File: config.mk
export PLATFORM = sky130hd
export DESIGN_NAME = vga_timing_gen
export DESIGN_NICKNAME = d
export VERILOG_FILES = /design/src/rtl/vga_pkg.sv /design/src/rtl/clk_enable_div.sv /design/src/rtl/vga_timing_gen.sv
export SDC_FILE = /design/constraint.sdc
export NUM_CORES = 1
export LEC_CHECK = 0
export CELL_PAD_IN_SITES_DETAIL_PLACEMENT = 1
export CELL_PAD_IN_SITES_GLOBAL_PLACEMENT = 1
export CORE_MARGIN = 2
export CORE_UTILIZATION = 25
export DETAILED_ROUTE_END_ITERATION = 8
export DONT_BUFFER_PORTS = 1
export GPL_TIMING_DRIVEN = 0
export HOLD_SLACK_MARGIN = 0.12
export PLACE_DENSITY_LB_ADDON = 0.05
export SKIP_CTS_REPAIR_TIMING = 1
export SYNTH_ARGS = -nofsm -noshare
export SYNTH_HDL_FRONTEND = slang
export SYNTH_SLANG_ARGS = --single-unit
File: constraint.sdc
create_clock -name Clk -period 2.8 [get_ports Clk]
set_input_delay 0.56 -clock Clk [delete_from_list [all_inputs] [get_ports Clk]]
set_output_delay 0.56 -clock Clk [all_outputs]
set_load 0.005 [all_outputs]
File: src/rtl/vga_pkg.sv
// Shared VGA timing defaults, coordinate type and derived raster constants
// for the display path.
package vga_pkg;

  localparam int DEF_H_VISIBLE = 640;
  localparam int DEF_H_FRONT   = 16;
  localparam int DEF_H_SYNC    = 96;
  localparam int DEF_H_BACK    = 48;
  localparam int DEF_V_VISIBLE = 480;
  localparam int DEF_V_FRONT   = 10;
  localparam int DEF_V_SYNC    = 2;
  localparam int DEF_V_BACK    = 33;
  localparam int DEF_CLK_DIV   = 2;

  localparam int COORD_W = 10;
  typedef logic [COORD_W-1:0] coord_t;

  function automatic int span_total(input int visible, input int front,
                                    input int sync_w, input int back);
    return visible + front + sync_w + back;
  endfunction

  localparam int H_TOTAL = span_total(DEF_H_VISIBLE, DEF_H_FRONT, DEF_H_SYNC, DEF_H_BACK);
  localparam int V_TOTAL = span_total(DEF_V_VISIBLE, DEF_V_FRONT, DEF_V_SYNC, DEF_V_BACK);

  localparam int H_SYNC_START = DEF_H_VISIBLE + DEF_H_FRONT;
  localparam int H_SYNC_END   = H_SYNC_START + DEF_H_SYNC - 1;
  localparam int V_SYNC_START = DEF_V_VISIBLE + DEF_V_FRONT;
  localparam int V_SYNC_END   = V_SYNC_START + DEF_V_SYNC - 1;

endpackage

File: src/rtl/clk_enable_div.sv
// Pixel-rate divider: one-cycle tick on the last clock of each pixel period
// and a registered square-wave pixel clock that rises mid-pixel.
module clk_enable_div
  import vga_pkg::*;
#(
  parameter int CLK_DIV = DEF_CLK_DIV
) (
  input  logic clk,
  input  logic reset,
  output logic tick,
  output logic pixel_clk
);

  localparam int DIV_W = (CLK_DIV > 2) ? $clog2(CLK_DIV) : 1;
  typedef logic [DIV_W-1:0] div_t;
  localparam div_t DIV_LAST = div_t'(CLK_DIV - 1);
  localparam div_t DIV_HALF = div_t'(CLK_DIV / 2);

  div_t div_cnt;
  div_t div_next;

  always_comb begin
    div_next = (div_cnt == DIV_LAST) ? '0 : div_cnt + div_t'(1);
  end

  // Both outputs are decoded from div_next so they are glitch-free flops
  // that line up exactly with div_cnt.
  always_ff @(posedge clk) begin
    if (reset) begin
      div_cnt   <= '0;
      tick      <= 1'b0;
      pixel_clk <= 1'b0;
    end else begin
      div_cnt   <= div_next;
      tick      <= (div_next == DIV_LAST);
      pixel_clk <= (div_next >= DIV_HALF);
    end
  end

endmodule

File: src/rtl/vga_timing_gen.sv
// VGA raster timing: pixel counters, registered sync/blank strobes and a
// once-per-frame update strobe at the start of vertical blanking.
module vga_timing_gen
  import vga_pkg::*;
#(
  parameter int H_VISIBLE = DEF_H_VISIBLE,
  parameter int H_FRONT   = DEF_H_FRONT,
  parameter int H_SYNC    = DEF_H_SYNC,
  parameter int H_BACK    = DEF_H_BACK,
  parameter int V_VISIBLE = DEF_V_VISIBLE,
  parameter int V_FRONT   = DEF_V_FRONT,
  parameter int V_SYNC    = DEF_V_SYNC,
  parameter int V_BACK    = DEF_V_BACK,
  parameter int CLK_DIV   = DEF_CLK_DIV
) (
  input  logic               Clk,
  input  logic               Reset,
  output logic               pixel_ce,
  output logic               pixel_clk,
  output logic               hs,
  output logic               vs,
  output logic               blank,
  output logic               sync,
  output logic [COORD_W-1:0] DrawX,
  output logic [COORD_W-1:0] DrawY,
  output logic               frame_clk,
  output logic [15:0]        frame_count
);

  localparam coord_t H_LAST     = coord_t'(span_total(H_VISIBLE, H_FRONT, H_SYNC, H_BACK) - 1);
  localparam coord_t V_LAST     = coord_t'(span_total(V_VISIBLE, V_FRONT, V_SYNC, V_BACK) - 1);
  localparam coord_t H_ACTIVE   = coord_t'(H_VISIBLE);
  localparam coord_t V_ACTIVE   = coord_t'(V_VISIBLE);
  localparam coord_t HS_FIRST   = coord_t'(H_VISIBLE + H_FRONT);
  localparam coord_t HS_LAST    = coord_t'(H_VISIBLE + H_FRONT + H_SYNC - 1);
  localparam coord_t VS_FIRST   = coord_t'(V_VISIBLE + V_FRONT);
  localparam coord_t VS_LAST    = coord_t'(V_VISIBLE + V_FRONT + V_SYNC - 1);
  localparam coord_t V_ACT_LAST = coord_t'(V_VISIBLE - 1);

  logic   tick;
  coord_t h_cnt, v_cnt;
  coord_t h_next, v_next;
  logic   frame_start;

  clk_enable_div #(
    .CLK_DIV (CLK_DIV)
  ) u_div (
    .clk       (Clk),
    .reset     (Reset),
    .tick      (tick),
    .pixel_clk (pixel_clk)
  );

  always_comb begin
    // NOTE: every output of this block gets a default first, so no path
    // leaves a value unassigned and no latch is inferred.
    h_next      = h_cnt;
    v_next      = v_cnt;
    frame_start = 1'b0;
    if (tick) begin
      if (h_cnt == H_LAST) begin
        h_next      = '0;
        v_next      = (v_cnt == V_LAST) ? '0 : v_cnt + coord_t'(1);
        frame_start = (v_cnt == V_ACT_LAST);
      end else begin
        h_next = h_cnt + coord_t'(1);
      end
    end
  end

  // Strobes decode the next-state counters so they switch on the same edge
  // as DrawX/DrawY.
  always_ff @(posedge Clk) begin
    // NOTE: sequential state uses non-blocking assignments so every flop
    // samples pre-edge values regardless of statement order.
    if (Reset) begin
      h_cnt       <= '0;
      v_cnt       <= '0;
      hs          <= 1'b1;
      vs          <= 1'b1;
      blank       <= 1'b1;
      frame_clk   <= 1'b0;
      frame_count <= '0;
    end else begin
      h_cnt       <= h_next;
      v_cnt       <= v_next;
      hs          <= !((h_next >= HS_FIRST) && (h_next <= HS_LAST));
      vs          <= !((v_next >= VS_FIRST) && (v_next <= VS_LAST));
      blank       <= (h_next < H_ACTIVE) && (v_next < V_ACTIVE);
      frame_clk   <= frame_start;
      frame_count <= frame_count + {15'd0, frame_start};
    end
  end

  assign pixel_ce = tick;
  assign sync     = 1'b0;
  assign DrawX    = h_cnt;
  assign DrawY    = v_cnt;

endmodule

# After elaboration in Yosys (flattened, before gate mapping)
# Index checks and enable logic that the tools add are counted.
# Widths: inputs -> output; s select.
op_classes:
  n_eq_ne: 3
  n_mux: 8
  n_reduce_logical: 5
  magnitude_cmp: 7
  add_sub_neg: 4
ops:
  columns: ["cell", "n"]
  rows:
  - ["$mux 10", 5]
  - ["$add 10x1->10 const B", 2]
  - ["$eq 10x10->1 const B", 2]
  - ["$add 16x1->16", 1]
  - ["$eq 10x9->1 const B", 1]
  - ["$ge 10x10->1 const B", 1]
  - ["$ge 10x9->1 const B", 1]
  - ["$le 10x10->1 const B", 1]
  - ["$le 10x9->1 const B", 1]
  - ["$lt 10x10->1 const B", 1]
  - ["$lt 10x9->1 const B", 1]
  - ["$logic_and 1x1->1", 3]
  - ["$mux 1", 3]
  - ["$logic_not 1->1", 2]
  - ["$add 1x1->1 const B", 1]
  - ["$ge 1x1->1 const B", 1]
totals:
  elab_cells: 36
  out_inout_bits: 43
  inputBits: 2
  reg_bits: 42

# Longest topological paths before layout
logic_depth:
  ltp_word: 7
  mapped_depth: 11
  mapped_depth_nobuf: 10

# Modules after synthesis
# A second synthesis with hierarchy kept.
unflattened:
  hier_cells: 234
  hier_area_um2: 1984.4
modules_own_cells:
  columns: ["module", "n_inst", "cells_each", "area_per_inst_um2", "seq_area_each_um2"]
  rows:
  - ["vga_timing_gen", 1, 231, 1953.1, 800.8]
  - ["clk_enable_div", 1, 3, 31.3, 20.0]

# Worst setup path after synthesis
# No wires, ideal clock.
synth_timing:
  path_kind: "register to register"
  from: "register, netlist name u_div.pixel_clk"
  to: "register frame_count[15]"
  n_path_buf: 2
  path_slack_ns: 0.020
  path_stages_with_launch: 12
  t_arrival_ns: 2.653
  path_cell_list: "dfxtp_1 > buf_6 > or3b_4 > or4_1 > nor4_1 > ha_1 > and3_1 > clkbuf_1 > nand2_1 > nor3_1 > xnor2_1 > nor2_1"
synth_lines:
  columns: ["item", "line_no", "text"]
  rows:
  - ["end signal, assigned", "vga_timing_gen.sv:91", "frame_count <= frame_count + {15'd0, frame_start};"]
  - ["end, declared", "vga_timing_gen.sv:27", "output logic [15:0] frame_count"]

==> summary.txt <==
Yosys cell types: 49
Slew HR: 58.9%
Commonest non-fill, non-tap cell in the layout: dfxtp_1
DRC Markers: 0
Final clock skew: 5.54 ps
CTS sink cnt: 41
Grt ovf: 0
Placed cells: 367
Critical Path AT: 2900 ps
Main synth FF type: dfxtp_1
Max cap viols: 0
Core area: 8300 sq um
First-pass GRT wire length: 10.5 mm
Via density: 5.17
Number of diodes: 0
Routed via count: 1949
CTS Buf Count: 5
Synth Cell Area: 2160 sq um
Crit Reg-Reg Startpoint: u_div.pixel_clk
Worst setup SP type: flop
Commonest cells after routing, fill and taps aside: dfxtp_1, nor2_1, a21oi_1
Cells after synthesis: 262
Register area share after synthesis: 38.0%
CP delay by family, top: simple AND/OR/NAND/NOR gates
Leak pwr: 0.800 nW
Outcome: completed
Crit. End Element: flop
PortBufs: 0
CP bufs+invs: 1
DRT antenna net count: 0
Largest net degree at the start of global routing: 14
Peak supply drop: 0.174 mV
Setup WS post-layout: 125 ps
Syn avg cell area: 8.25 sq um
Number of setup violations in the final report: 0
Worst path cell trace: buf_6, or3b_4, or4_4, nor4_4, ha_2, and3_4, nand2_2, or3_1, a21oi_1
Global placement routability congestion: 0.740
Crit Path Max Fanout: 10
HP Class: in2reg
Die Ht: 97.0 um
Worst stage delay on the critical path: 500 ps
DRT iter0 DRCs: 49
CP Launch Point: u_div.pixel_clk
Min cycle time layout: 2670 ps
Asr flop ratio synth: 0%
Total Power: 1.14 mW
H-tree level count: 2
CTS max path bufs: 2
Layout Cells excl Fill: 377
DR WL/cell: 17.2 um
Synth Register Bits: 41
Fmax: 0.374 GHz
CP required: 3030 ps
Slew @ Worst Pin: 613 ps
Pins over their slew limit: 0
Global-route usage over all layers: 14.0%
Area Overhead vs Synth: 16.3%
Die Footprint: 9400 sq um
Kind of critical path: reg2reg
Rows: 33
Mapped Nets: 269
Worst-path clk slew: 90 ps
RSZ-0062 raised after global routing: no
Worst slack at placement: -604 ps
Ports: 45
Crit path depth: 9
Die extent in x: 97.0 um
Hpwl dp: 4.61 mm
Root buffer cell: clkbuf_8
Final hold slack: 343 ps
Starting Density: 26.0%
Share of layout cells above drive strength 1: 15.1%
Worst R2R Path Depth: 9
Drt total wl: 6.50 mm
Final Cycle Share: 95.5%
CTS tree: done
EDFF count, synth: 0
Post-layout util: 30.3%
Slowest CP cell: or4_4
Crit path capture: frame_count[11]
Final nets: 278
Final hold vios: 0
Reg-to-reg endpoint: frame_count[11]
Antenna violations before repair: 0
R2r setup slk: 130 ps
Clk_lat worst skew: 300 ps
Vias in the first global route: 1959
Total iterations of the first detailed-routing run: 4
PwrDens: 453 nW/um^2
Synth Warn #: 0
==> cell type report <==
type                    count  area [sq um]
multi-input cells         197          1300
repair buffers              3          22.5
clock buffers               6          82.6
plain buffers              17          91.3
fillers                  1001          5790
flip-flops and latches     41           825
clock inverters             2          37.5
well taps                 105           131
inverters                   6          22.5
==> cell families (layout without fill, tap and decap cells) <==
kind of cell / count (synthesis) / count (layout) / share of synthesized area, %
XOR/XNOR: 22 / 22 / 8.92
multiplexers: 1 / 1 / 0.463
flip-flops: 41 / 41 / 38.0
AND/OR/NAND/NOR: 121 / 121 / 30.2
other: 1 / 1 / 0.174
buffers and inverters: 24 / 34 / 5.38
adder cells (fa/ha/maj): 5 / 5 / 2.90
AO/OA/AOI/OAI: 47 / 47 / 14.0
==> worst min-delay path by stage <==
stage / slack [ps] / cells after the start / end / start
final: 340 / 1 / DrawX[9] / Reset
after floorplan: 480 / 2 / frame_count[6] / frame_count[6]
after global routing: 330 / 1 / DrawX[9] / Reset
after CTS: 330 / 1 / DrawX[9] / Reset
after detailed placement: 520 / 2 / frame_count[6] / frame_count[6]
after global placement: 510 / 2 / frame_count[6] / frame_count[6]
==> cell usage after synthesis, types with 2 or more instances <==
cell	n	area [sq um]
a31oi_1	3	18.8
and3_1	2	12.5
ha_1	5	62.6
nor2_1	27	101
nor2b_1	5	31.3
and2_1	4	25.0
a21o_1	2	15.0
a211oi_1	3	22.5
dfxtp_1	41	821
nand3_1	14	70.1
or4_1	4	30.0
inv_1	6	22.5
or3b_2	2	17.5
buf_6	2	22.5
o32a_1	2	20.0
o311a_1	2	20.0
nand2_1	16	60.1
buf_4	2	15.0
o21ai_0	11	55.1
nor3b_1	3	22.5
xnor2_1	12	105
nor3_1	15	75.1
xor2_1	10	87.6
clkbuf_1	11	41.3
a21oi_1	15	75.1
nand4_1	14	87.6
buf_2	3	15.0
or3_1	5	31.3
==> layer usage <==
layer  track usage (%)  routed length (um)  up-vias  share of wire (%)
li1                  -                   -      959                  -
met1              19.4                3280      946                 50
met2              21.5                2880       42                 44
met3              4.19                 303        2                4.7
met4              3.25                  33        0               0.51
met5                 0                   0        -                  0
==> report_power, final <==
part           leakage [nW]  switching, mW  internal, mW
logic                 0.411         0.0184        0.0106
registers             0.332        0.00450         0.586
clock network        0.0574          0.229         0.290
total                 0.800          0.252         0.887
==> through the flow <==
step | area [sq um] | TNS (ps)
global route | 2510 | 0
detailed placement | 2290 | -4370
CTS | 2410 | -4720
global placement | 2290 | -3740
finish | 2510 | 0
floorplan | 2160 | 0
==> worst register-to-register path: stages, from the launching register on <==
cell and delay [ps]:
dfxtp_2 360, buf_6 140, or3b_4 390, or4_4 500, nor4_4 200, ha_2 260
and3_4 210, nand2_2 90, or3_1 320, a21oi_1 140
==> registers in the layout (all words and copies together) (netlist names) <==
signal and count:
DrawY 10, hs 1, DrawX 10, vs 1, blank 1, frame_clk 1, frame_count 16, u_div.pixel_clk 1
Power figures use the tool's default switching activity.
